<file path="src/rtl/riot_bus_pkg.sv">
// Shared definitions for the RIOT bus master: FSM state encoding and
// RIOT register addresses.
// Optional feature macro: RIOT_MASTER_POLL_EN (adds the GAP state).
package riot_bus_pkg;

   typedef enum logic [2:0] {
      StIdle  = 3'd0,
      StIssue = 3'd1,
      StWait  = 3'd2,
`ifdef RIOT_MASTER_POLL_EN
      StGap   = 3'd3,
`endif
      StResp  = 3'd4
   } state_e;

   localparam logic [6:0] SWCHA  = 7'h00;
   localparam logic [6:0] SWACNT = 7'h01;
   localparam logic [6:0] SWCHB  = 7'h02;
   localparam logic [6:0] SWBCNT = 7'h03;
   localparam logic [6:0] INTIM  = 7'h04;
   localparam logic [6:0] INSTAT = 7'h05;
   localparam logic [6:0] TIM1T  = 7'h14;
   localparam logic [6:0] TIM8T  = 7'h15;
   localparam logic [6:0] TIM64T = 7'h16;
   localparam logic [6:0] T1024T = 7'h17;

endpackage

</file>
<file path="src/rtl/riot_bus_master.sv">
// Single-outstanding bus master toward a RIOT peripheral. Accepts one
// command at a time, issues a one-cycle strobe, waits RD_LATENCY cycles for
// read data and holds the response until consumed.
// Optional feature macro: RIOT_MASTER_POLL_EN (poll reads with a mask,
// repeated with POLL_GAP idle cycles until a masked bit is set).
module riot_bus_master
   import riot_bus_pkg::*;
#(
   parameter int unsigned RD_LATENCY = 1,
   parameter int unsigned POLL_GAP   = 4
) (
   input  logic       clk_i,
   input  logic       rst_ni,
   input  logic       cmd_valid_i,
   output logic       cmd_ready_o,
   input  logic       cmd_we_i,
   input  logic [6:0] cmd_adr_i,
   input  logic [7:0] cmd_dat_i,
`ifdef RIOT_MASTER_POLL_EN
   input  logic       cmd_poll_i,
`endif
   output logic       rsp_valid_o,
   input  logic       rsp_ready_i,
   output logic [7:0] rsp_dat_o,
   output logic       stb_o,
   output logic       we_o,
   output logic [6:0] adr_o,
   output logic [7:0] dat_o,
   input  logic [7:0] dat_i,
   output logic       busy_o
);

   // WAIT counts down from RD_LATENCY-1; the last WAIT cycle has count 0.
   localparam logic [2:0] WaitInit = 3'(RD_LATENCY - 1);

   state_e     state_q, state_d;
   logic [2:0] wait_q, wait_d;
   logic       we_q;
   logic [6:0] adr_q;
   logic [7:0] dat_q;
   logic [7:0] rsp_dat_q;
   logic       accept;
   logic       sample_en;

`ifdef RIOT_MASTER_POLL_EN
   localparam logic [7:0] GapInit = 8'(POLL_GAP - 1);
   logic [7:0] gap_q, gap_d;
   logic       poll_q;
   logic       poll_again;

   // dat_q doubles as the poll mask; a zero mask never retries.
   assign poll_again = poll_q && (dat_q != 8'h00) && ((dat_i & dat_q) == 8'h00);
`endif

   assign cmd_ready_o = (state_q == StIdle) && !rsp_valid_o;
   assign accept      = cmd_valid_i && cmd_ready_o;
   assign sample_en   = (state_q == StWait) && (wait_q == 3'd0);

   assign stb_o       = (state_q == StIssue);
   assign we_o        = stb_o && we_q;
   assign adr_o       = adr_q;
   assign dat_o       = dat_q;
   assign rsp_valid_o = (state_q == StResp);
   assign rsp_dat_o   = rsp_dat_q;
   assign busy_o      = (state_q != StIdle);

   // Next-state and counter logic.
   always_comb begin
      state_d = state_q;
      wait_d  = wait_q;
`ifdef RIOT_MASTER_POLL_EN
      gap_d   = gap_q;
`endif
      unique case (state_q)
         StIdle: begin
            if (accept) state_d = StIssue;
         end
         StIssue: begin
            if (we_q) begin
               state_d = StIdle;
            end else begin
               state_d = StWait;
               wait_d  = WaitInit;
            end
         end
         StWait: begin
            if (wait_q != 3'd0) begin
               wait_d = wait_q - 3'd1;
            end else begin
               state_d = StResp;
`ifdef RIOT_MASTER_POLL_EN
               if (poll_again) begin
                  if (POLL_GAP == 0) begin
                     state_d = StIssue;
                  end else begin
                     state_d = StGap;
                     gap_d   = GapInit;
                  end
               end
`endif
            end
         end
`ifdef RIOT_MASTER_POLL_EN
         StGap: begin
            if (gap_q != 8'd0) gap_d = gap_q - 8'd1;
            else               state_d = StIssue;
         end
`endif
         StResp: begin
            if (rsp_ready_i) state_d = StIdle;
         end
         default: state_d = StIdle;
      endcase
   end

   // State and counter registers.
   always_ff @(posedge clk_i or negedge rst_ni) begin
      if (!rst_ni) begin
         state_q <= StIdle;
         wait_q  <= 3'd0;
`ifdef RIOT_MASTER_POLL_EN
         gap_q   <= 8'd0;
`endif
      end else begin
         state_q <= state_d;
         wait_q  <= wait_d;
`ifdef RIOT_MASTER_POLL_EN
         gap_q   <= gap_d;
`endif
      end
   end

   // Command capture on acceptance and read-data sampling.
   always_ff @(posedge clk_i or negedge rst_ni) begin
      if (!rst_ni) begin
         we_q      <= 1'b0;
         adr_q     <= 7'h00;
         dat_q     <= 8'h00;
         rsp_dat_q <= 8'h00;
`ifdef RIOT_MASTER_POLL_EN
         poll_q    <= 1'b0;
`endif
      end else begin
         if (accept) begin
            we_q  <= cmd_we_i;
            adr_q <= cmd_adr_i;
            dat_q <= cmd_dat_i;
`ifdef RIOT_MASTER_POLL_EN
            poll_q <= cmd_poll_i && !cmd_we_i;
`endif
         end
         if (sample_en) rsp_dat_q <= dat_i;
      end
   end

endmodule

</file>
<file path="config.mk">
export PLATFORM = sky130hd
export DESIGN_NAME = riot_bus_master
export DESIGN_NICKNAME = d
export VERILOG_FILES = /design/src/rtl/riot_bus_pkg.sv /design/src/rtl/riot_bus_master.sv
export SDC_FILE = /design/constraint.sdc
export NUM_CORES = 1
export LEC_CHECK = 0
export ABC_CLOCK_PERIOD_IN_PS = 1900
export BUFFER_PORTS_ARGS = -buffer_cell sky130_fd_sc_hd__buf_2
export CAP_MARGIN = 20
export CORE_MARGIN = 2
export CORE_UTILIZATION = 40
export DETAILED_ROUTE_END_ITERATION = 16
export GPL_TIMING_DRIVEN = 0
export PLACE_DENSITY = 0.69
export RECOVER_POWER = 50
export SLEW_MARGIN = 20
export SYNTH_ARGS = -nofsm -noshare
export SYNTH_HDL_FRONTEND = slang
export SYNTH_SLANG_ARGS = --single-unit
</file>
<file path="constraint.sdc">
create_clock -name clk_i -period 1.9 [get_ports clk_i]
set_clock_uncertainty 0.05 [all_clocks]
set_input_delay 0.095 -clock clk_i [delete_from_list [all_inputs] [get_ports clk_i]]
set_output_delay 0.095 -clock clk_i [all_outputs]
set_load 0.005 [all_outputs]
</file>
Word level (Yosys, flattened, before mapping) --
Index checks and enable logic that the tools add are counted.
Storage, ports and cells: register bits 30, bits of input ports 28
Cells by class: add/sub/neg operators 1, mux-type cells 8, reduce and logical (&&, ||, !) cells 12, equality and inequality tests 8
Operator list (number):
- 3-bit 2-to-1 mux | 5
- 3-bit one-hot mux with 4 select lines | 1
- 3-bit logical NOT | 2
- 2-bit inequality test (second input constant) | 3
- 3-bit one-hot mux with 2 select lines | 1
- 3-bit AND reduction | 2
- 3-bit nonzero test | 2
- 1-bit logical AND | 4
- 2-bit by 1-bit inequality test with 1-bit output (second input constant) | 2
- 3-bit by 1-bit == test with 1-bit output (second input constant) | 1
- 3-bit by 2-bit == test with 1-bit output (second input constant) | 1
- 3-bit == test (second input constant) | 1
- 3-bit by 1-bit subtractor with 3-bit output (second input constant) | 1
- 2-bit 2-to-1 mux | 1
- 2-bit nonzero test | 1
- 1-bit logical NOT | 1

Longest topological paths before layout --
Gate-level depths: netlist of the first run.
word-level depth 6, gate-level depth with buffers 6, mapped depth without buffers 5

Least setup slack after synthesis of the first run --
No wires, ideal clock.
path kind reg-to-reg, start point reg state_q[1], end point reg adr_q[0], in the netlist adr_o[0], setup slack 204 ps, path buffers 2, stages on the path, launching flop included 7, library setup time 125 ps, data arrival time 1521 ps, clock period less this slack 1696 ps, required time 1725 ps, path through dfrtp_1 > or3_4 > inv_2 > and2_4 > buf_6 > buf_12 > mux2_4
On the way: cells in the longest elaborated chain, start to end 4, elaborated cells between the ends (all ways) 5, those cells by class 1 x eq/ne; 4 x reduce/logical
RTL lines:
- from (decl) | RTL line riot_bus_master.sv:36 | state_e state_q, state_d;
- from (signal assigned) | RTL line riot_bus_master.sv:119 | state_q <= StIdle;
- from (signal assigned) | RTL line riot_bus_master.sv:125 | state_q <= state_d;
- 3-bit == test | RTL line riot_bus_master.sv:63 | assign rsp_valid_o = (state_q == StResp);
- 1-bit logical NOT | RTL line riot_bus_master.sv:55 | assign cmd_ready_o = (state_q == StIdle) && !rsp_valid_o;
- 1-bit logical AND * | RTL line riot_bus_master.sv:55
- via cmd_ready_o | RTL line riot_bus_master.sv:15 | output logic cmd_ready_o,
- 1-bit logical AND * | RTL line riot_bus_master.sv:56 | assign accept = cmd_valid_i && cmd_ready_o;
- to (signal assigned) | RTL line riot_bus_master.sv:146 | adr_q <= cmd_adr_i;
- to (decl) | RTL line riot_bus_master.sv:39 | logic [6:0] adr_q;
The timed path passes the listed nets; every way through them passes the cells marked *. A chain may end at the register's enable or synchronous reset.

Worst setup path in the final report of the first run --
start point reg state_q[1], end point reg adr_q[6], in the netlist adr_o[6]
On the way: cells in the longest elaborated chain, start to end 4, elaborated cells between the ends (all ways) 5, those cells by class 1 x eq/ne; 4 x reduce/logical
RTL lines (RTL line):
- 3-bit == test | riot_bus_master.sv:63
- 1-bit logical NOT | riot_bus_master.sv:55
- 1-bit logical AND * | riot_bus_master.sv:55
- 1-bit logical AND * | riot_bus_master.sv:56
Mark *: on every way between the ends. The rest lies on a longest branch, timed or not.

==> results of run 1 <==
[worst max-delay path, stage by stage, from the launching register on]
cell,delay [ns]
dfrtp_1,0.42
or3_4,0.40
inv_2,0.06
and2_4,0.13
buf_6,0.13
buf_12,0.15
mux2_4,0.30
[Yosys cell counts]
| cell | count |
|---|---|
| or4b_2 | 1 |
| and2_1 | 1 |
| buf_12 | 1 |
| nand3_1 | 2 |
| o21ai_0 | 2 |
| nand3b_1 | 3 |
| or3_4 | 1 |
| mux2_2 | 15 |
| buf_6 | 1 |
| ha_1 | 2 |
| nor3b_2 | 1 |
| inv_2 | 1 |
| inv_1 | 4 |
| mux2_4 | 9 |
| nor3b_1 | 1 |
| nor2_1 | 2 |
| nand2_1 | 4 |
| mux2i_1 | 2 |
| and2_4 | 1 |
| dfrtp_1 | 30 |
[through the flow]
step / total power [mW] / area [sq um] / std cells / util (%)
after global routing: 2.81 / 1930 / 217 / 63.6
final: 2.62 / 1930 / 217 / 63.6
after CTS: 2.67 / 1940 / 217 / 64.1
after detailed placement: 2.16 / 1600 / 183 / 52.9
after global placement: 2.11 / 1600 / 183 / 52.9
after floorplan: 1.73 / 1270 / 84 / -
[registers in the layout, summed over array words and instances (netlist names)]
name	flops
dat_o	8
rsp_dat_o	8
wait_q	3
adr_o	7
we_q	1
state_q	3
[layer usage]
layer,vias to the layer above,global-route usage (%)
li1,463,-
met1,440,17.5
met2,45,31.1
met3,2,4.48
met4,0,6.67
met5,-,0
[power breakdown]
group	switching [mW]	internal (mW)	total, mW
clock	0.210	0.253	0.463
sequential	0.157	0.925	1.08
combinational	0.401	0.672	1.07
[final cells by class]
cell class | count | area [sq um] | share of cell area [%]
multi-input combinational | 47 | 470 | 24.4
sequential | 30 | 751 | 39.0
inverter | 5 | 18.8 | 0.974
clock buffer | 8 | 78.8 | 4.09
buffer | 2 | 31.3 | 1.62
tap | 44 | 55.1 | 2.86
timing repair buffer | 81 | 522 | 27.1
[logic make-up after synthesis]
family,Yosys count
AO/OA/AOI/OAI,2
adder cells (fa/ha/maj),2
buffers and inverters,7
flip-flops,30
multiplexers,26
AND/OR/NAND/NOR,17
[timing repair]
| item | 4_1_cts | 5_1_grt |
|---|---|---|
| setup endpoints to repair | 0 | 0 |
| hold buffers | 26 | 0 |
| hold endpoints to repair | 55 | 0 |
| buffers inserted | 0 | 0 |
[worst paths after layout]
path / from / endpoint / slack, ns / depth (start not counted)
hold reg to reg: wait_q[0]$_DFFE_PN0P_ / wait_q[0]$_DFFE_PN0P_ / 0.44 / 1
setup reg to reg: state_q[1]$_DFFE_PN0P_ / adr_o[6]$_DFFE_PN0P_ / 0.14 / 6
setup / recovery: state_q[1]$_DFFE_PN0P_ / adr_o[6]$_DFFE_PN0P_ / 0.14 / 6
max in group asynchronous: rst_ni / adr_o[6]$_DFFE_PN0P_ / 1.01 / 2
hold / removal: cmd_valid_i / adr_o[5]$_DFFE_PN0P_ / 0.25 / 4
min in group asynchronous: rst_ni / adr_o[5]$_DFFE_PN0P_ / 0.33 / 2
==> metrics.md, run 1 <==
| Metric | Value |
|---|---|
| Status | `finished, final reports clean` |
| Final setup fails | `0` |
| Dominant cell type by area after synthesis | `dfrtp_1` |
| Drt first pass iters | `4` |
| VDD IR max | `roughly 620 uV` |
| Final TNS setup | `0 ns` |
| DRT met1 WL | `roughly 1100 um` |
| Mapped Avg Cell Area | `15.1 sq um` |
| Max Slew Vio Count | `0` |
| Initial antenna violation count | `0` |
| Drt initial violations | `11` |
| Buffers added on ports | `55` |
| PwrDens | `approximately 1400 nW/um^2` |
| Adder-cell share of the synthesized area | `between 1.5 and 2%` |
| H-tree levels | `2` |
| Hpwl dp | `around 1800 um` |
| Fmax | `569 MHz` |
| Hold Crit Class | `primary input to register` |
| CP required | `2.05 ns` |
| TritonCTS clock tree | `done` |
| Post-Synth XOR/XNOR Area | `0%` |
| Clock root cell | `clkbuf_4` |
| Area Growth Syn to Fin | `51.6%` |
| RePlAce Congestion | `slightly above 0.6` |
| Max-cap violations | `0` |
| CP endpoint kind | `register` |
| Rel. slew slack | `approximately half` |
| Syn nets | `114` |
| Max Used Layer | `met4` |
| Post-Syn Instances | `84` |
| Via count | `950` |
| Final worst-path cycle share | `between 90% and 100%` |
| Crit path max fanout | `10` |
| Ant. Diodes | `0` |
| Final net count | `around 200` |
| Worst path arrival time | `roughly 1.9 ns` |
| Register bit total from synthesis | `30` |
| WL/cell | `roughly 13 um` |
| Most frequent cells in the layout | `43 x buf_2, 30 x dfrtp_1, 26 x dlygate4sd3_1` |
| Worst setup margin | `roughly 0.14 ns` |
| RSZ-0062 raised after global routing | `no` |
| Worst setup path class | `register to register` |
| Seq/Total Area, Yosys | `approximately three fifths` |
| Top post-synthesis cells by area | `dfrtp_1 59%, mux2_2 13%, mux2_4 11%` |
| Commonest non-fill, non-tap cell in the layout | `buf_2` |
| Longest Clk Path Bufs | `2` |
| Actual slew at the worst max-slew pin | `0.723 ns` |
| Fillers | `250` |
| Core Region | `between 3000 and 4000 sq um` |
| First-pass GRT wire length | `between 4000 and 5000 um` |
| Post-route ant nets | `0` |
| Post-synthesis simple-gate area fraction | `under 10%` |
| Vias in the first global route | `around 1,000` |
| LEAKAGE | `0.955 nW` |
| Post-CTS resize count | `0` |
| Compound-cell area share of the yosys netlist | `0.787%` |
| CTS buffer count | `5` |
| Die Area | `about 3600 sq um` |
| Clock-pin slew on the worst setup and hold paths | `about 0.090 ns` |
| Post-Route WL | `2740 um` |
| Area share of the largest cell type after synthesis | `slightly below 60%` |
| Worst skew pair latency | `about 0.31 ns` |
| Post-Syn Area | `~1300 sq um` |
| Crit start category | `register` |
| Die height | `60.4 um` |
| Die W | `just over 60 um` |
| Syn. warnings | `0` |
| Global route overflow | `0` |
| Share of cells above drive strength 1 | `48.0%` |
| Place WS | `between 0.15 and 0.2 ns` |
| Site Rows | `20` |
| DR WL met2 | `~1400 um` |
| Number of vias per cell | `between 4 and 5` |
| Worst hold slack | `about 0.25 ns` |
| Met3 routed WL | `between 150 and 200 um` |
| Minimum clock period | `between 1.5 and 2 ns` |
| Number of distinct library cells after synthesis | `20` |
| Largest family of logic cells by synthesized area | `multiplexers` |
| DRC | `0` |
| Clock sink count | `30` |
| Tot GR Track Use | `16.6%` |
| Largest net degree at the start of global routing | `31` |
| Multiplexer share of the synthesized area | `~25%` |
| Endpoints failing hold | `0` |
| Initial Util | `around two fifths` |
| I/O pin cnt | `56` |
Power figures use the tool's default switching activity.
==> run 2: changes to the inputs <==
--- a/config.mk
+++ b/config.mk
@@ -8,6 +8,7 @@
 export ABC_CLOCK_PERIOD_IN_PS = 1900
 export BUFFER_PORTS_ARGS = -buffer_cell sky130_fd_sc_hd__buf_2
 export CAP_MARGIN = 20
+export CORE_ASPECT_RATIO = 1.1
 export CORE_MARGIN = 2
 export CORE_UTILIZATION = 40
 export DETAILED_ROUTE_END_ITERATION = 16
==> run 2 against run 1 <==
Fmax down 0.56%. First-iteration DRC count increased by 55%. Combinational power barely moved. Non-clock buffer count stayed put. Clock power shrank 17%. Cell count is 4.6% lower. Hold slack got worse by 0.0070 ns. Utilization down 1.2 points. Design area down 1.3%. Clock-buffer cell count fell by 1. Sequential share of layout area rose by 0.51 points.
==> metrics.md, run 2 (synthesis gave the netlist of run 1 again) <==
| Metric | Value |
|---|---|
| Endpoints failing hold | `0 (unchanged)` |
| Global route overflow | `0 (unchanged)` |
| Fmax | `565 MHz (-0.56%)` |
| Hold Crit Class | `primary input to register` |
| Clock-pin slew on the worst setup and hold paths | `0.09 ns (about the same)` |
| Vias in the first global route | `1,001 (-3.4%)` |
| H-tree levels | `2 (unchanged)` |
| Die height | `63.1 um (+4.6%)` |
| Hpwl dp | `1750 um (-1.9%)` |
| Actual slew at the worst max-slew pin | `0.712 ns (-0.0111 ns)` |
| Final net count | `202 (unchanged)` |
| Post-CTS Hold Buffers | `26 (unchanged)` |
| Initial Util | `41.7% (-0.28 points)` |
| Site Rows | `21 (+5.0%)` |
| Setup bufs post-CTS | `0 (unchanged)` |
| Post-CTS resize count | `0 (unchanged)` |
| Initial antenna violation count | `0 (unchanged)` |
| Design area | `1900 sq um (-1.3%)` |
| Clock sink count | `30 (unchanged)` |
| Crit start category | `register` |
| Drt first pass iters | `4 (unchanged)` |
| CP endpoint kind | `register` |
| Number of vias per cell | `4.71 (+7.5%)` |
| Via count | `974 (+2.5%)` |
| Final worst-path cycle share | `93.1% (+0.53 points)` |
| CTS buffer count | `5 (unchanged)` |
| Place WS | `0.150 ns (-0.00896 ns)` |
| I/O pin cnt | `56 (unchanged)` |
| Post-route ant nets | `0 (unchanged)` |
| Longest Clk Path Bufs | `2 (unchanged)` |
| Minimum clock period | `1.77 ns (+0.00999 ns)` |
| Max-cap violations | `0 (unchanged)` |
| Worst path arrival time | `1.93 ns (+0.02 ns)` |
| Tot GR Track Use | `15.4% (-1.2 points)` |
| Area Growth Syn to Fin | `49.6%` |
| Cell Area, Placed | `1590 sq um (-0.78%)` |
| Final setup fails | `0 (unchanged)` |
| Status | `finished, final reports clean` |
| Max Slew Vio Count | `0 (unchanged)` |
| Buffers added on ports | `55 (unchanged)` |
| Crit path max fanout | `10 (unchanged)` |
| DRC | `0 (unchanged)` |
| Commonest non-fill, non-tap cell in the layout | `buf_2` |
| LEAKAGE | `0.960 nW (+0.48%)` |
| First-pass GRT wire length | `4220 um (-3.6%)` |
| CP required | `2.06 ns (about the same)` |
| Clock root cell | `clkbuf_4` |
| Drt initial violations | `17 (+6)` |
| Worst setup margin | `0.131 ns (-0.00999 ns)` |
| Power consumption | `2.55 mW (-2.6%)` |
| RePlAce Congestion | `0.703 (+15%)` |
| PwrDens | `1340 nW/um^2 (-1.3%)` |
| Worst setup path class | `register to register` |
| Post-Route WL | `2610 um (-4.9%)` |
| Die Area | `3650 sq um (about the same)` |
| Most frequent cells in the layout | `48 x buf_2, 30 x dfrtp_1, 26 x dlygate4sd3_1` |
| Worst skew pair latency | `0.33 ns (+0.02 ns)` |
| RSZ-0062 raised after global routing | `no` |
| VDD IR max | `1090 uV (+76%)` |
| WL/cell | `12.6 um (-0.29%)` |
| Rel. slew slack | `52.5% (+0.74 points)` |
| Final TNS setup | `0 ns (unchanged)` |
| Share of cells above drive strength 1 | `50.3% (+2.3 points)` |
| TritonCTS clock tree | `done` |
| Largest net degree at the start of global routing | `31 (unchanged)` |
| Core Region | `3050 sq um (+0.66%)` |
| Ant. Diodes | `0 (unchanged)` |
| Die W | `57.8 um (-4.3%)` |
run 2: changes by cell type in the layout (fill, tap and decap cells not counted):
| cell | before | now |
|---|---|---|
| buf_2 | 43 | 48 |
| clkbuf_1 | 11 | 7 |
| clkbuf_8 | 3 | 1 |
| clkinv_2 | 0 | 1 |
run 2: per-stage QoR:
stage	hold WS, ns	instances	util [%]
after floorplan	-0.251	84	-
after global placement	0.0943	173	52.1
after CTS	0.223	207	62.6
after detailed placement	0.116	173	52.1
final	0.238	207	62.4
after global routing	0.244	207	62.4
run 2: path summary, 6_finish.rpt:
kind                                          to  slack [ns]              startpoint  depth (start not counted)
max reg2reg                 adr_o[3]$_DFFE_PN0P_        0.13  state_q[1]$_DFFE_PN0P_                          6
max                         adr_o[3]$_DFFE_PN0P_        0.13  state_q[1]$_DFFE_PN0P_                          6
min reg2reg                wait_q[0]$_DFFE_PN0P_        0.44   wait_q[0]$_DFFE_PN0P_                          1
min in group asynchronous   dat_o[7]$_DFFE_PN0P_        0.30                  rst_ni                          2
max in group asynchronous  wait_q[1]$_DFFE_PN0P_        1.04                  rst_ni                          2
min                         dat_o[0]$_DFFE_PN0P_        0.24             cmd_valid_i                          4
run 2: per-layer routing:
metal,track usage (%),wire length [um]
met5,0,0
met4,8.72,79
met3,4.52,219
met2,25.4,1240
met1,17.5,1070
run 2: cell type report:
| cell class | instances | area (sq um) |
|---|---|---|
| Clock inverter | 1 | 5.00 |
| Tap cell | 34 | 42.5 |
| Timing Repair Buffer | 81 | 528 |
| Multi-Input combinational cell | 47 | 470 |
| Sequential cell | 30 | 751 |
| Clock buffer | 7 | 55.1 |
| Fill cell | 244 | 1150 |
| Buffer | 2 | 31.3 |
| Inverter | 5 | 18.8 |
run 2: power by group:
| part | total (mW) | switching, mW | internal [mW] |
|---|---|---|---|
| clock | 0.382 | 0.203 | 0.179 |
| combinational | 1.08 | 0.397 | 0.686 |
| sequential | 1.09 | 0.160 | 0.926 |
| total | 2.55 | 0.761 | 1.79 |
run 2: critical path, stage by stage, from the launching register on:
cell and delay, ns:
dfrtp_1 0.42, or3_4 0.41, inv_2 0.06, and2_4 0.13, buf_6 0.13, buf_12 0.15
mux2_4 0.31
